## src/rtl/ddr_req_sequencer_pkg.sv

```systemverilog
// Shared types and constants for the DDR request sequencer: request word layout,
// FSM state encoding and default timing parameters.
package ddr_pkg;

    localparam int REQ_W     = 42;
    localparam int WDATA_LSB = 0;
    localparam int WDATA_W   = 16;
    localparam int ADDR_LSB  = 16;
    localparam int ADDR_W    = 23;
    localparam int BANK_LSB  = 39;
    localparam int BANK_W    = 2;
    localparam int WE_BIT    = 41;

    localparam int DEF_START_HOLD = 4;
    localparam int DEF_GAP_CYCLES = 4;

    typedef enum logic [1:0] {
        S_IDLE,
        S_ISSUE,
        S_WAIT_RDY,
        S_GAP
    } seq_state_t;

    // Field order matches the packed FIFO word {we, bank, addr, wdata}.
    typedef struct packed {
        logic        we;
        logic [1:0]  bank;
        logic [22:0] addr;
        logic [15:0] wdata;
    } req_t;

    function automatic logic [REQ_W-1:0] pack_req(
        input logic              we,
        input logic [BANK_W-1:0] bank,
        input logic [ADDR_W-1:0] addr,
        input logic [WDATA_W-1:0] wdata
    );
        logic [REQ_W-1:0] v;
        v = '0;
        v[WE_BIT]                 = we;
        v[BANK_LSB +: BANK_W]     = bank;
        v[ADDR_LSB +: ADDR_W]     = addr;
        v[WDATA_LSB +: WDATA_W]   = wdata;
        return v;
    endfunction

endpackage

```

## src/rtl/ddr_req_sequencer_if.sv

```systemverilog
// Request handshake between the image pipeline (master) and the DDR request sequencer (slave).
interface ddr_req_sequencer_if;

    logic        req_valid;
    logic        req_ready;
    logic        req_we;
    logic [1:0]  req_bank;
    logic [22:0] req_addr;
    logic [15:0] req_wdata;

    modport master (
        output req_valid, req_we, req_bank, req_addr, req_wdata,
        input  req_ready
    );

    modport slave (
        input  req_valid, req_we, req_bank, req_addr, req_wdata,
        output req_ready
    );

endinterface

```

## src/rtl/ddr_req_fifo.sv

```systemverilog
// Synchronous request FIFO with first-word fall-through read port and occupancy output.
module ddr_req_fifo #(
    parameter int DEPTH = 8,
    parameter int WIDTH = 42
) (
    input  logic                   CLK_200MHz,
    input  logic                   WrStart,
    input  logic                   push,
    input  logic [WIDTH-1:0]       push_data,
    input  logic                   pop,
    output logic [WIDTH-1:0]       pop_data,
    output logic                   full,
    output logic                   empty,
    output logic [$clog2(DEPTH):0] level
);

    localparam int PTR_W = $clog2(DEPTH);

    logic [WIDTH-1:0] mem [DEPTH];
    logic [PTR_W-1:0] wr_ptr;
    logic [PTR_W-1:0] rd_ptr;
    logic [PTR_W:0]   count;
    logic             do_push;
    logic             do_pop;

    assign full     = (count == (PTR_W+1)'(DEPTH));
    assign empty    = (count == '0);
    assign do_push  = push && !full;
    assign do_pop   = pop && !empty;
    assign pop_data = mem[rd_ptr];
    assign level    = count;

    // NOTE: storage carries no reset; validity is tracked by count, so only the pointers need clearing.
    always_ff @(posedge CLK_200MHz) begin
        if (do_push) mem[wr_ptr] <= push_data;
    end

    // NOTE: every register in a clocked block uses <= so all flops update from pre-edge values.
    always_ff @(posedge CLK_200MHz or posedge WrStart) begin
        if (WrStart) begin
            wr_ptr <= '0;
            rd_ptr <= '0;
            count  <= '0;
        end else begin
            if (do_push) wr_ptr <= wr_ptr + 1'b1;
            if (do_pop)  rd_ptr <= rd_ptr + 1'b1;
            case ({do_push, do_pop})
                2'b10:   count <= count + 1'b1;
                2'b01:   count <= count - 1'b1;
                default: count <= count;
            endcase
        end
    end

endmodule

```

## src/rtl/ddr_req_sequencer.sv

```systemverilog
// Buffers pipeline requests and issues them one at a time to the DDR controller.
// Optional watchdog on the ready wait: define DDR_REQ_TIMEOUT_EN.
module ddr_req_sequencer
    import ddr_pkg::*;
#(
    parameter int DEPTH      = 8,
    parameter int START_HOLD = DEF_START_HOLD,
    parameter int GAP_CYCLES = DEF_GAP_CYCLES,
    parameter int TIMEOUT    = 256
) (
    input  logic                   CLK_200MHz,
    input  logic                   WrStart,
    input  logic                   DevReady,
    ddr_req_sequencer_if.slave     req,
    output logic                   ctl_wr_start,
    input  logic                   ctl_wr_ready,
    output logic                   ctl_rd_start,
    input  logic                   ctl_rd_ready,
    output logic [1:0]             ctl_bank,
    output logic [22:0]            ctl_addr,
    output logic [15:0]            ctl_wdata,
    output logic [$clog2(DEPTH):0] fifo_level,
    output logic                   busy,
    output logic                   err_timeout
);

    localparam int HOLD_W = $clog2(START_HOLD + 1);
    localparam int GAP_W  = $clog2(GAP_CYCLES + 1);

    seq_state_t       state;
    logic [HOLD_W-1:0] hold_cnt;
    logic [GAP_W-1:0]  gap_cnt;
    logic             cur_we;
    logic [REQ_W-1:0] push_bits;
    logic [REQ_W-1:0] head_bits;
    req_t             head;
    logic             full;
    logic             empty;
    logic             pop;
    logic [2:0]       wr_sync;
    logic [2:0]       rd_sync;
    logic             wr_pulse;
    logic             rd_pulse;
    logic             match_pulse;
    logic             wd_expire;

    // Ready is held low during reset so nothing is accepted while the FIFO is being cleared.
    assign req.req_ready = !full && !WrStart;
    assign push_bits     = pack_req(req.req_we, req.req_bank, req.req_addr, req.req_wdata);
    assign head          = req_t'(head_bits);
    assign pop           = (state == S_IDLE) && DevReady && !empty;
    assign busy          = (state != S_IDLE) || !empty;

    ddr_req_fifo #(
        .DEPTH (DEPTH),
        .WIDTH (REQ_W)
    ) u_fifo (
        .CLK_200MHz (CLK_200MHz),
        .WrStart    (WrStart),
        .push       (req.req_valid && req.req_ready),
        .push_data  (push_bits),
        .pop        (pop),
        .pop_data   (head_bits),
        .full       (full),
        .empty      (empty),
        .level      (fifo_level)
    );

    // Bits [1:0] synchronise the controller-domain ready; bit 2 is the edge-detect history.
    always_ff @(posedge CLK_200MHz or posedge WrStart) begin
        if (WrStart) begin
            wr_sync <= '0;
            rd_sync <= '0;
        end else begin
            wr_sync <= {wr_sync[1:0], ctl_wr_ready};
            rd_sync <= {rd_sync[1:0], ctl_rd_ready};
        end
    end

    assign wr_pulse    = wr_sync[1] && !wr_sync[2];
    assign rd_pulse    = rd_sync[1] && !rd_sync[2];
    assign match_pulse = cur_we ? wr_pulse : rd_pulse;

`ifdef DDR_REQ_TIMEOUT_EN
    localparam int WD_W = $clog2(TIMEOUT);
    logic [WD_W-1:0] wd_cnt;

    assign wd_expire = (state == S_WAIT_RDY) && !match_pulse && (wd_cnt == WD_W'(TIMEOUT - 1));

    always_ff @(posedge CLK_200MHz or posedge WrStart) begin
        if (WrStart) begin
            wd_cnt      <= '0;
            err_timeout <= 1'b0;
        end else begin
            wd_cnt <= (state == S_WAIT_RDY) ? wd_cnt + 1'b1 : '0;
            if (wd_expire) err_timeout <= 1'b1;
        end
    end
`else
    assign wd_expire   = 1'b0;
    assign err_timeout = 1'b0;
`endif

    always_ff @(posedge CLK_200MHz or posedge WrStart) begin
        if (WrStart) begin
            state        <= S_IDLE;
            hold_cnt     <= '0;
            gap_cnt      <= '0;
            cur_we       <= 1'b0;
            ctl_wr_start <= 1'b0;
            ctl_rd_start <= 1'b0;
            ctl_bank     <= '0;
            ctl_addr     <= '0;
            ctl_wdata    <= '0;
        end else begin
            case (state)
                S_IDLE: begin
                    if (pop) begin
                        ctl_bank  <= head.bank;
                        ctl_addr  <= head.addr;
                        ctl_wdata <= head.wdata;
                        cur_we    <= head.we;
                        hold_cnt  <= '0;
                        state     <= S_ISSUE;
                    end
                end
                // Fields were loaded one cycle earlier, so they are stable when start rises.
                S_ISSUE: begin
                    if (hold_cnt == HOLD_W'(START_HOLD)) begin
                        ctl_wr_start <= 1'b0;
                        ctl_rd_start <= 1'b0;
                        state        <= S_WAIT_RDY;
                    end else begin
                        ctl_wr_start <= cur_we;
                        ctl_rd_start <= !cur_we;
                        hold_cnt     <= hold_cnt + 1'b1;
                    end
                end
                S_WAIT_RDY: begin
                    if (match_pulse || wd_expire) begin
                        gap_cnt <= '0;
                        state   <= S_GAP;
                    end
                end
                S_GAP: begin
                    if (gap_cnt == GAP_W'(GAP_CYCLES - 1)) begin
                        ctl_bank  <= '0;
                        ctl_addr  <= '0;
                        ctl_wdata <= '0;
                        state     <= S_IDLE;
                    end else begin
                        gap_cnt <= gap_cnt + 1'b1;
                    end
                end
                default: state <= S_IDLE;
            endcase
        end
    end

endmodule

```

## src/flat_wrapper.sv

```systemverilog
// flat-port wrapper written by rule: the top's interface ports become plain ports
module ddr_req_sequencer_flat import ddr_pkg::*;
#(
    parameter int DEPTH      = 8,
    parameter int START_HOLD = DEF_START_HOLD,
    parameter int GAP_CYCLES = DEF_GAP_CYCLES,
    parameter int TIMEOUT    = 256
)
  (CLK_200MHz, WrStart, DevReady, ctl_wr_start, ctl_wr_ready, ctl_rd_start, ctl_rd_ready, ctl_bank, ctl_addr, ctl_wdata, fifo_level, busy, err_timeout, req_req_valid, req_req_we, req_req_bank, req_req_addr, req_req_wdata, req_req_ready);
  ddr_req_sequencer_if req_i ();
  input  logic CLK_200MHz;
  input  logic WrStart;
  input  logic DevReady;
  output logic ctl_wr_start;
  input  logic ctl_wr_ready;
  output logic ctl_rd_start;
  input  logic ctl_rd_ready;
  output logic [1:0] ctl_bank;
  output logic [22:0] ctl_addr;
  output logic [15:0] ctl_wdata;
  output logic [$clog2(DEPTH):0] fifo_level;
  output logic busy;
  output logic err_timeout;
  input wire logic [$bits(req_i.req_valid)-1:0] req_req_valid;
  input wire logic [$bits(req_i.req_we)-1:0] req_req_we;
  input wire logic [$bits(req_i.req_bank)-1:0] req_req_bank;
  input wire logic [$bits(req_i.req_addr)-1:0] req_req_addr;
  input wire logic [$bits(req_i.req_wdata)-1:0] req_req_wdata;
  output wire logic [$bits(req_i.req_ready)-1:0] req_req_ready;
  assign req_i.req_valid = req_req_valid;
  assign req_i.req_we = req_req_we;
  assign req_i.req_bank = req_req_bank;
  assign req_i.req_addr = req_req_addr;
  assign req_i.req_wdata = req_req_wdata;
  assign req_req_ready = req_i.req_ready;
  ddr_req_sequencer #(.DEPTH(DEPTH), .START_HOLD(START_HOLD), .GAP_CYCLES(GAP_CYCLES), .TIMEOUT(TIMEOUT)) u_core (.CLK_200MHz(CLK_200MHz), .WrStart(WrStart), .DevReady(DevReady), .req(req_i), .ctl_wr_start(ctl_wr_start), .ctl_wr_ready(ctl_wr_ready), .ctl_rd_start(ctl_rd_start), .ctl_rd_ready(ctl_rd_ready), .ctl_bank(ctl_bank), .ctl_addr(ctl_addr), .ctl_wdata(ctl_wdata), .fifo_level(fifo_level), .busy(busy), .err_timeout(err_timeout));
endmodule
```

## config.mk

```make
export PLATFORM = sky130hd
export DESIGN_NAME = ddr_req_sequencer_flat
export DESIGN_NICKNAME = d
export VERILOG_FILES = /design/src/rtl/ddr_req_sequencer_pkg.sv /design/src/rtl/ddr_req_sequencer_if.sv /design/src/rtl/ddr_req_fifo.sv /design/src/rtl/ddr_req_sequencer.sv /design/src/flat_wrapper.sv
export SDC_FILE = /design/constraint.sdc
export NUM_CORES = 1
export LEC_CHECK = 0
export BUFFER_PORTS_ARGS = -buffer_cell sky130_fd_sc_hd__buf_2
export CAP_MARGIN = 20
export CELL_PAD_IN_SITES_DETAIL_PLACEMENT = 1
export CELL_PAD_IN_SITES_GLOBAL_PLACEMENT = 2
export CORE_MARGIN = 5
export CORE_UTILIZATION = 30
export CTS_BUF_LIST = sky130_fd_sc_hd__clkbuf_4 sky130_fd_sc_hd__clkbuf_8
export DETAILED_ROUTE_END_ITERATION = 6
export PLACE_DENSITY_LB_ADDON = 0.3
export SETUP_SLACK_MARGIN = 0.05
export SLEW_MARGIN = 20
export SYNTH_ARGS = -nofsm -noshare
export SYNTH_HDL_FRONTEND = slang
export SYNTH_SLANG_ARGS = --single-unit
export TNS_END_PERCENT = 100
```

## constraint.sdc

```tcl
create_clock -name CLK_200MHz -period 4.7 [get_ports CLK_200MHz]
set_input_delay 0 -clock CLK_200MHz [delete_from_list [all_inputs] [get_ports CLK_200MHz]]
set_output_delay 0 -clock CLK_200MHz [all_outputs]
set_load 0.02 [all_outputs]
```

==> impl_summary.txt <==
----------------------------------------------------
[Placement]
  Hpwl dp ... 21500 um
  I/O Buffers ... 96
  Setup slack at placement ... 1470 ps
  Global placer's final weighted congestion ... 0.708

[Drt]
  First-pass DRT Iterations ... 5
  Final ANT Viol Nets ... 0
  Number of violations reported at the end of detailed-routing iteration 0 ... 375
  Residual DRC ... 0
  Via count ... 7803
  Drt via density ... 4.58
  Average wire per cell in the routed design ... 20.9 um
  Total Wirelength ... 35700 um

[Critical path]
  Cells along the critical path ... nor3_1 -> a211oi_2 -> nand2_1 -> nor2_4 -> buf_4
  Worst setup path class ... reg -> reg
  Buffers & Inverters on Critical Path ... 1
  Arrival time at the worst endpoint ... 3360 ps
  Required time of the worst setup path ... 4960 ps
  Largest stage delay, worst path ... 720 ps
  Slowest CP cell ... nor2_4
  Kind of launch point of the worst setup path ... flip-flop
  Maximum fanout along the worst path ... 22
  Type of element capturing the critical path ... flip-flop
  Delay-heaviest family, CP ... simple AND/OR/NAND/NOR gates
  Reg2Reg Launch Point ... u_core.u_fifo.level[0]
  CP startpoint ... u_core.u_fifo.level[0]

[STA]
  Least setup slack across all paths after layout ... 1600 ps
  Ratio of final minimum period to clock period ... 0.659
  Endpoints failing hold ... 0
  Min Tclk post-route ... 3100 ps
  Total count of max-transition violations in the final report ... 0
  Final setup violation count ... 0
  Worst clock skew ... 40.5 ps
  Fmax achieved ... 323 MHz
  Worst slew slack as a fraction of its limit ... 0.290
  Setup Total Neg Slack ... 0 ps
  RSZ-0062 raised after global routing ... no
  Transition time of the tightest slew-check pin ... 1060 ps

[Floorplan]
  I/O pin count ... 98
  Floorplan row count ... 83
  Initial Utilization ... 0.302
  Core Region ... 51100 sq um
  Die width ... 237 um
  Die boundary height ... 237 um
  Die outline area ... 56000 sq um

[Yosys]
  Avg Cell Area, Syn ... 20.2 sq um
  Synth warnings ... 0
  Netlist area before placement ... 15400 sq um
  Count of flip-flops with a built-in enable after synthesis ... 336
  Part of the Yosys area used for sequential elements ... 0.765
  Syn Nets ... 827
  Cell type with the highest aggregate area in the netlist ... edfxtp_1
  Synth cell count leaders ... edfxtp_1, nand2_1, mux4_2, dfrtp_1, a22oi_1
  Cells taking the most area after synthesis ... edfxtp_1, mux4_2, dfrtp_1, nand2_1, a22oi_1
  Fraction of synthesis flops using an asynchronous set or reset pin ... 0.168
  Synth top area share ... 0.655
  Number of instances in the synthesized netlist ... 764
  Count of cell types in the netlist ... 48
  #FFs+latches synth ... 404
  Most frequent cell after synthesis ... edfxtp_1
  Most used flip-flop cell after synthesis ... edfxtp_1

[Power and ir drop]
  Total power per unit cell area ... 565 nW/um^2
  Maximum vdd drop ... 0.204 mV
  PnR Total Power ... 10.6 mW
  Leakage dissipation ... 6.68 nW

[Clock network]
  Number of buffers inserted during clock tree synthesis ... 71
  Number of clock sinks ... 404
  TritonCTS clock tree ... yes
  CTS HTree Levels ... 3
  Skew-Pair Late Insertion Delay ... 620 ps
  Clock-pin slew on the worst setup and hold paths ... 60 ps
  Post-CTS Setup Bufs ... 0
  Clock Root Buffer ... clkbuf_8
  Clock Path Buffers ... 3

[Run status]
  Outcome ... finished, final reports clean

[GRT]
  GRT Residual Overflow ... 0
  Largest net degree at the start of global routing ... 50
  Global-route usage over all layers ... 0.129
  Number of global-route vias before repair ... 8879
  Antenna violations before repair ... 1
  Wire length of the first global-routing pass ... 55100 um

[Layout]
  Layout filler cell count ... 5091
  Signed area change from the synthesized netlist to the final layout ... 21.8%
  Fraction of final layout cells with drive strength greater than 1 ... 0.337
  Number of nets in the finished design ... 1031

[Job]
  Number of maximum-capacitance violations ... 0

[Worst hold path]
  Worst hold path type ... in -> reg
  Startpoint of the tightest hold check path ... req_req_addr[5]

----------------------------------------------------
[power by group]
part           switching, mW  internal, mW  leakage [nW]
Combinational           1.39          1.16          2.00
Sequential             0.424          4.34          3.90
Clock                   1.42          1.86         0.778
[registers in the layout, summed over array words and instances, names as in the netlist]
register              cells
u_core.ctl_addr          23
u_core.ctl_bank           2
u_core.ctl_rd_start       1
u_core.ctl_wdata         16
u_core.ctl_wr_start       1
u_core.cur_we             1
u_core.gap_cnt            3
u_core.hold_cnt           3
u_core.rd_sync            3
u_core.state              2
u_core.u_fifo.level       4
u_core.u_fifo.mem       336
u_core.u_fifo.rd_ptr      3
u_core.u_fifo.wr_ptr      3
u_core.wr_sync            3
[area by class of cell]
cell class                      count  area [sq um]  share of cell area
Tap cell                          680           851              0.0453
Multi-Input combinational cell    308          3440               0.183
Inverter                           17          66.3             0.00353
Clock buffer                      101          1270              0.0678
Clock inverter                     27           191              0.0102
Timing Repair Buffer              166          1140              0.0609
Antenna cell                        1          2.50            0.000133
Sequential cell                   404         11800               0.629
[worst paths after layout]
path | end | slack (ps) | cells after the start
max | u_core.u_fifo.mem[5][23] | 1600 | 5
min | u_core.u_fifo.mem[7][21] | 200 | 2
max reg2reg | u_core.u_fifo.mem[5][23] | 1600 | 5
min reg2reg | u_core.wr_sync[1] | 360 | 0
max in group asynchronous | u_core.u_fifo.rd_ptr[0] | 3080 | 5
min in group asynchronous | u_core.ctl_bank[0] | 610 | 4
[routing by layer]
metal	vias up	global-route usage	share of wire
met2	170	0.217	0.51
met3	47	0.0305	0.040
met1	4105	0.166	0.44
li1	3481	-	-
met5	-	0	0
met4	0	0.0381	0.018
[through the flow]
stage / cell area (sq um) / cells / hold WS (ps) / utilization
finish: 18800 / 1704 / 203 / 0.367
global route: 18800 / 1704 / 177 / 0.367
CTS: 18800 / 1703 / 136 / 0.367
detailed placement: 16800 / 1525 / 111 / 0.329
global placement: 16800 / 1525 / 113 / 0.329
floorplan: 15400 / 764 / 31.4 / -
[layout by cell type, fill, tap and decap left out, types with 2 or more instances in the layout]
cell | netlist | routed
edfxtp_1 | 336 | 336
buf_2 | 15 | 96
nand2_1 | 94 | 94
mux4_2 | 82 | 82
clkbuf_8 | 0 | 82
dfrtp_1 | 68 | 66
dlygate4sd3_1 | 0 | 50
a22oi_1 | 31 | 31
clkbuf_4 | 0 | 19
buf_4 | 1 | 19
inv_1 | 17 | 16
ha_1 | 14 | 14
clkinv_1 | 0 | 13
a22oi_2 | 10 | 10
clkinv_2 | 0 | 8
a21oi_1 | 6 | 6
nor2_4 | 0 | 6
mux2i_1 | 5 | 5
o21ai_0 | 5 | 5
nor2_1 | 11 | 5
mux2_2 | 4 | 4
xnor2_1 | 4 | 4
nand3_1 | 3 | 3
nor3_1 | 5 | 3
nand2b_1 | 3 | 3
inv_6 | 0 | 3
nand3b_1 | 2 | 2
o2bb2ai_1 | 2 | 2
mux4_1 | 2 | 2
xor2_1 | 2 | 2
a22o_1 | 2 | 2
nor3_4 | 0 | 2
bufinv_16 | 0 | 2
dfrtp_4 | 0 | 2
[kinds of logic (layout without fill, tap and decap cells)]
family          after synthesis  in the layout  synth area share
compound gates               69             69            0.0375
mux                          93             93             0.129
fa+ha+maj                    15             15            0.0127
flops                       404            404             0.765
simple gates                124            124            0.0342
buf+inv                      52            311            0.0171
xor+xnor                      6              6           0.00341
other cells                   1              2          0.000243
[repair_timing]
| action | 4_1_cts | 5_1_grt |
|---|---|---|
| resized for setup | 0 | 0 |
| endpoints found under the hold margin | 381 | 0 |
| hold buffers | 50 | 0 |
(Power assumes the default switching activity.)
